$ cat src/rtl/divider_seq65.sv
// Iterative restoring divider: one quotient bit per cycle from a (WIDTH+1)-bit
// subtract, with sign fix-up for two's-complement operands and a divide-by-zero bypass.
module divider_seq65 #(
  parameter int unsigned WIDTH = 64
) (
  input  logic             clk,
  input  logic             reset,
  input  logic             in_valid,
  output logic             in_ready,
  input  logic             is_signed,
  input  logic [WIDTH-1:0] dividend,
  input  logic [WIDTH-1:0] divisor,
  output logic             out_valid,
  input  logic             out_ready,
  output logic [WIDTH-1:0] quotient,
  output logic [WIDTH-1:0] remainder,
  output logic             div_by_zero
);

  localparam int unsigned CW = $clog2(WIDTH);

  typedef enum logic [1:0] {
    S_IDLE,
    S_CALC,
    S_FIX,
    S_DONE
  } state_e;

  state_e           state_q;
  logic [CW-1:0]    cnt_q;
  logic [WIDTH-1:0] rem_q;
  logic [WIDTH-1:0] quo_q;
  logic [WIDTH-1:0] div_q;
  logic             neg_quo_q;
  logic             neg_rem_q;
  logic             in_ready_q;
  logic             out_valid_q;
  logic             dbz_q;
  logic [WIDTH-1:0] quotient_q;
  logic [WIDTH-1:0] remainder_q;

  logic             a_neg;
  logic             b_neg;
  logic [WIDTH-1:0] a_mag;
  logic [WIDTH-1:0] b_mag;
  logic [WIDTH:0]   rem_sh;
  logic [WIDTH:0]   sub_diff;
  logic             sub_carry;
  logic [WIDTH-1:0] rem_d;
  logic [WIDTH-1:0] quo_d;
  logic             unused_diff_msb;

  // Magnitude of the most negative value is 2^(WIDTH-1), representable unsigned.
  always_comb begin
    a_neg = is_signed & dividend[WIDTH-1];
    b_neg = is_signed & divisor[WIDTH-1];
    a_mag = a_neg ? (~dividend + WIDTH'(1)) : dividend;
    b_mag = b_neg ? (~divisor + WIDTH'(1)) : divisor;
  end

  // quo_q doubles as the dividend shift register: its MSB feeds the remainder
  // while each new quotient bit enters at the LSB.
  always_comb begin
    rem_sh                = {rem_q, quo_q[WIDTH-1]};
    {sub_carry, sub_diff} = {1'b0, rem_sh} + {1'b0, ~{1'b0, div_q}} + (WIDTH+2)'(1);
    rem_d                 = sub_carry ? sub_diff[WIDTH-1:0] : rem_sh[WIDTH-1:0];
    quo_d                 = {quo_q[WIDTH-2:0], sub_carry};
    unused_diff_msb       = sub_diff[WIDTH];
  end

  always_ff @(posedge clk) begin
    if (reset) begin
      state_q     <= S_IDLE;
      cnt_q       <= '0;
      rem_q       <= '0;
      quo_q       <= '0;
      div_q       <= '0;
      neg_quo_q   <= 1'b0;
      neg_rem_q   <= 1'b0;
      in_ready_q  <= 1'b1;
      out_valid_q <= 1'b0;
      dbz_q       <= 1'b0;
      quotient_q  <= '0;
      remainder_q <= '0;
    end else begin
      unique case (state_q)
        S_IDLE: begin
          if (in_valid) begin
            in_ready_q <= 1'b0;
            if (divisor == '0) begin
              dbz_q       <= 1'b1;
              quotient_q  <= '1;
              remainder_q <= dividend;
              out_valid_q <= 1'b1;
              state_q     <= S_DONE;
            end else begin
              dbz_q     <= 1'b0;
              rem_q     <= '0;
              quo_q     <= a_mag;
              div_q     <= b_mag;
              neg_quo_q <= a_neg ^ b_neg;
              neg_rem_q <= a_neg;
              cnt_q     <= CW'(WIDTH - 1);
              state_q   <= S_CALC;
            end
          end
        end
        S_CALC: begin
          rem_q <= rem_d;
          quo_q <= quo_d;
          cnt_q <= cnt_q - CW'(1);
          if (cnt_q == '0) begin
            cnt_q   <= '0;
            state_q <= S_FIX;
          end
        end
        S_FIX: begin
          quotient_q  <= neg_quo_q ? (~quo_q + WIDTH'(1)) : quo_q;
          remainder_q <= neg_rem_q ? (~rem_q + WIDTH'(1)) : rem_q;
          out_valid_q <= 1'b1;
          state_q     <= S_DONE;
        end
        S_DONE: begin
          if (out_ready) begin
            out_valid_q <= 1'b0;
            in_ready_q  <= 1'b1;
            state_q     <= S_IDLE;
          end
        end
        default: begin
          state_q     <= S_IDLE;
          in_ready_q  <= 1'b1;
          out_valid_q <= 1'b0;
        end
      endcase
    end
  end

  assign in_ready    = in_ready_q;
  assign out_valid   = out_valid_q;
  assign quotient    = quotient_q;
  assign remainder   = remainder_q;
  assign div_by_zero = dbz_q;

endmodule

$ cat config.mk
export PLATFORM = sky130hd
export DESIGN_NAME = divider_seq65
export DESIGN_NICKNAME = d
export VERILOG_FILES = /design/src/rtl/divider_seq65.sv
export SDC_FILE = /design/constraint.sdc
export NUM_CORES = 1
export LEC_CHECK = 0
export CAP_MARGIN = 40
export CORE_UTILIZATION = 32
export DETAILED_ROUTE_END_ITERATION = 12
export PLACE_DENSITY = 0.49
export SETUP_SLACK_MARGIN = 0.1
export SKIP_LAST_GASP = 1
export SLEW_MARGIN = 20
export SYNTH_ARGS = -nofsm -noshare
export SYNTH_HDL_FRONTEND = slang
export SYNTH_SLANG_ARGS = --single-unit
export TNS_END_PERCENT = 100
$ cat constraint.sdc
create_clock -name clk -period 5.3 [get_ports clk]
set_input_delay 1.06 -clock clk [delete_from_list [all_inputs] [get_ports clk]]
set_output_delay 1.06 -clock clk [all_outputs]
set_load 0.005 [all_outputs]
* After elaboration in Yosys (flattened, before gate mapping) *
Index checks and enable logic that the tools add are counted.

word-level totals
  word-level logic and storage cells = 84
  bits of input ports = 133
  memories kept = 0
  flip-flop bits (word level) = 333
  bits in writable memories = 0
  bits in read-only memories = 0
  latch bits = 0
  output and inout port bits = 131

cells by class
  order comparisons = 0
  add/subtract/negate cells = 7
  reductions and logical operators = 14
  shift-type cells = 0
  $mul = 0
  equality and inequality tests = 8
  bitwise logic cells = 9
  multiplexer cells = 34
  divide/modulo/power cells = 0

operators by type and width
  operator               count
  $mux 64                13
  $pmux 64 s2            4
  $add 64x1->64 const B  4
  $not 64->64            4
  $add 65x65->66         1
  $add 66x1->66 const B  1
  $not 64->65            1
  $logic_not 64->1       1
  $mux 6                 3
  $reduce_and 3->1       5
  $pmux 6 s2             1
  $ne 2x2->1 const B     5
  $mux 2                 4
  $pmux 2 s4             1
  $logic_not 6->1        1
  $mux 1                 6
  $reduce_bool 2->1      3
  $sub 6x1->6 const B    1
  $eq 2x2->1 const B     2
  $reduce_and 4->1       1
  $pmux 1 s3             1
  $reduce_bool 3->1      1
  $and 1x1->1            2
  $eq 2x1->1 const B     1
  5 further kinds        5

* Logic depth before layout (Yosys ltp) *
  depth in word-level cells = 6
  gate-level depth with buffers = 15
  depth with buffers taken out = 14

* Worst setup path after synthesis *
OpenSTA, ideal clock, no wires.

  kind = input port to flip-flop
  start point = input port divisor[51]
  end point = register rem_q[59]
  stages on the path = 12
  library setup time = 0.133 ns
  arrival time = 3.869 ns
  buffers on the path = 3
  setup slack = 1.298 ns
  data required time = 5.167 ns
  cell sequence = or4_1 > or4_1 > clkbuf_1 > nand4bb_1 > nor4_2 > o21a_1 > or2_2 > buf_2 > nor2_1 > clkbuf_1 > a222oi_1 > o21ai_0

on the way
  cells in the longest elaborated chain, start to end = 3

RTL lines
  item                        line  text
  from (decl)                 12    input logic [WIDTH-1:0] divisor,
  $logic_not 64->1            90    if (divisor == '0) begin
  $ne 2x2->1 (no line)        n/a
  $reduce_and 3->1 (no line)  n/a
  to (signal assigned)        109   rem_q <= rem_d;
  to (decl)                   31    logic [WIDTH-1:0] rem_q;

No other way between the ends.
A chain may end at the register's enable or synchronous reset.

* Worst setup path after layout *
  start point = register quo_q[63]
  end point = register rem_q[62]

on the way
  cells in the longest elaborated chain, start to end = 4

RTL lines
  item                    line  text
  from (decl)             32    logic [WIDTH-1:0] quo_q;
  from (signal assigned)  99    quo_q <= a_mag;
  from (signal assigned)  110   quo_q <= quo_d;
  $add 65x65->66          65    {sub_carry, sub_diff} = {1'b0, rem_sh} + {1'b0, ~{1'b0, div_q}} + (WIDTH+2)'(1);
  $add 66x1->66           65
  $mux 64                 66    rem_d = sub_carry ? sub_diff[WIDTH-1:0] : rem_sh[WIDTH-1:0];
  $pmux 64 s2             86    unique case (state_q)

No other way between the ends.

==> run metrics <==
initial antenna violation count=2; wire length per cell=18.75 µm; Slew headroom=46.27%; GRT overflow=0; Multi-input gate area=0.01456 mm²; Placed Cells=4065; setup violators final=0; TritonCTS buffer count=41; number of synthesis warnings=0; fin crit period=4684 ps; Seq/Total Area, Yosys=29.88%; vias in the first global route=20834; Critical Path Fanout Max=5; row cnt=96; Setup Crit Path Kind=reg2reg; f_max=0.2135 GHz; post-layout worst setup margin=616.3 ps; PostCTS Resize Cnt=0; total negative slack=0 ps; Worst Setup Start Kind=flip-flop; synth unique cells=72; share of cells above drive strength 1=5.173%; post-synth net total=3220; Final ANT Viol Nets=0; final wirelength=77.66 mm; first-pass GRT wire length=121.2 mm; Power Total=10.88 mW; leading cell types in the layout, fill and taps excluded=nand2_1, nor2_1, dfxtp_1, clkdlybuf4s50_1, a21oi_1; PortBufs=263; Total GRT Usage=21.50%; Root Buffer=clkbuf_16; Hold-fix buffers, CTS=0; CP arrival=5130 ps; total clock sinks=333; async set-reset flop share out of synthesis=0%; die width=266.1 µm; Boundary Pins=264; Die Y=266.1 µm; Final Max Slew Viols=0; die footprint=0.07079 mm²; Max Root-Sink Buffers=3; period utilization=88.37%; DR iter-0 viols=1227; most common cell after layout, fill and taps aside=nand2_1; synthesis-to-layout area growth=22.59%; synthesized area=0.02231 mm²; pin count of the biggest net entering global routing=97; residual DRC count=0; Fin. Hold Viols=0; Pre-Repair DR Iteration Count=7; pwr/cell area=397.8 mW/mm²; Detailed Place HPWL=60.45 mm; Clock Pin Slew Worst Setup and Hold Paths=70 ps; via count=21963; dominant synthesized flop cell=dfxtp_1; Avg Cell Area, Syn=7.410 µm²; fill cell count=7121; Post-Layout Cell Count=4143; Cells after Synth=3011; storage element area=0.006669 mm²; H-tree levels=2; Post-synth EDFFs=0; actual slew at the worst max-slew pin=806.0 ps; worst skew pair latency=560 ps; Lkg Pwr=10.01 nW; data required time of the worst path=5750 ps; postcts setup bufs=0; unrepaired setup endpoints after global routing=no; #FFs+latches synth=333; Vias/cell=5.301; status=finished clean; crit end category=flip-flop; setup slack after placement=479.7 ps; final net count=3386; Starting Density=32.42%; core area=0.06883 mm²; Clock Skews=14.30 ps; max_cap viols=0; CTS tree=done; Placer Congestion=0.9138; HP Class=reg2reg; VDD IR max=0.2906 mV
==> per-layer routing <==
layer	vias to the layer above	track usage (%)	wire, µm
met2	532	33.07	33520
met4	0	5.499	1692
li1	11126	-	-
met3	92	2.643	3435
met1	10213	31.43	39010
met5	-	0	0
==> synthesized netlist by cell type (35+ instances only) <==
cell type	n	share of area [%]
o211ai_1	35	1.2
a311oi_1	51	2.0
dfxtp_1	333	30
mux2i_1	40	1.8
nor2_1	333	5.6
a211oi_1	103	3.5
ha_1	75	4.2
o21ai_0	220	4.9
nand2_1	418	7.0
clkbuf_1	169	2.8
a21oi_1	255	5.7
or3_1	36	1.0
xor2_1	170	6.7
inv_1	109	1.8
nor3_1	48	1.1
xnor2_1	125	4.9
o31ai_1	66	2.2
==> layout make-up <==
| type | count | share of cell area (%) |
|---|---|---|
| multi-input combinational | 2377 | 53.24 |
| sequential | 333 | 24.38 |
| timing repair buffer | 315 | 11.53 |
| clock buffer | 58 | 4.277 |
| tap | 931 | 4.259 |
| inverter | 109 | 1.496 |
| clock inverter | 17 | 0.7868 |
| antenna | 3 | 0.02744 |
==> sequential cells by signal, indices dropped and copies added (netlist names) <==
signal	cells
cnt_q	6
div_by_zero	1
div_q	64
in_ready	1
neg_quo_q	1
neg_rem_q	1
out_valid	1
quo_q	64
quotient	64
rem_q	64
remainder	64
state_q	2
==> final timing paths <==
path | startpoint | to | slack [ps] | depth (start not counted)
setup / recovery | quo_q[63]$_SDFFE_PP0P_ | rem_q[62]$_SDFFE_PP0P_ | 620 | 15
hold / removal | remainder[7]$_SDFFE_PP0P_ | remainder[7]$_SDFFE_PP0P_ | 450 | 2
setup reg to reg | quo_q[63]$_SDFFE_PP0P_ | rem_q[62]$_SDFFE_PP0P_ | 620 | 15
hold reg to reg | remainder[7]$_SDFFE_PP0P_ | remainder[7]$_SDFFE_PP0P_ | 450 | 2
==> per-stage QoR <==
| step | hold WS [ps] | instance area (µm²) | util (%) |
|---|---|---|---|
| after CTS | 457.3 | 27350 | 39.73 |
| after global routing | 486.0 | 27350 | 39.74 |
| after detailed placement | 448.1 | 25960 | 37.72 |
| after floorplan | 431.9 | 22310 | - |
| final | 453.4 | 27350 | 39.74 |
| after global placement | 441.8 | 25900 | 37.63 |
==> critical path, stage by stage, from the launching register on <==
cell and delay, ps:
dfxtp_1 310, inv_1 270, ha_1 240, inv_1 60, fa_1 420, a211oi_1 380, o211a_1 240, nor2_1 90
a21o_1 230, a31oi_1 580, o41ai_1 160, buf_4 190, a21oi_1 590, nor4bb_1 440, nor3_1 100, a221o_1 270
==> report_power, final <==
| part | total (mW) | internal (mW) | switching [mW] |
|---|---|---|---|
| Clock | 2.92 | 1.74 | 1.17 |
| Sequential | 3.40 | 2.97 | 0.427 |
| Combinational | 4.57 | 1.80 | 2.77 |
| Total | 10.9 | 6.51 | 4.37 |
==> logic make-up after synthesis <==
group	after synthesis	share of synthesized area [%]
simple gates	1034	20.68
fa+ha+maj	76	4.295
buf+inv	301	5.137
flops	333	29.88
compound gates	932	26.64
xor+xnor	295	11.58
mux	40	1.794
Power figures use the tool's default switching activity.
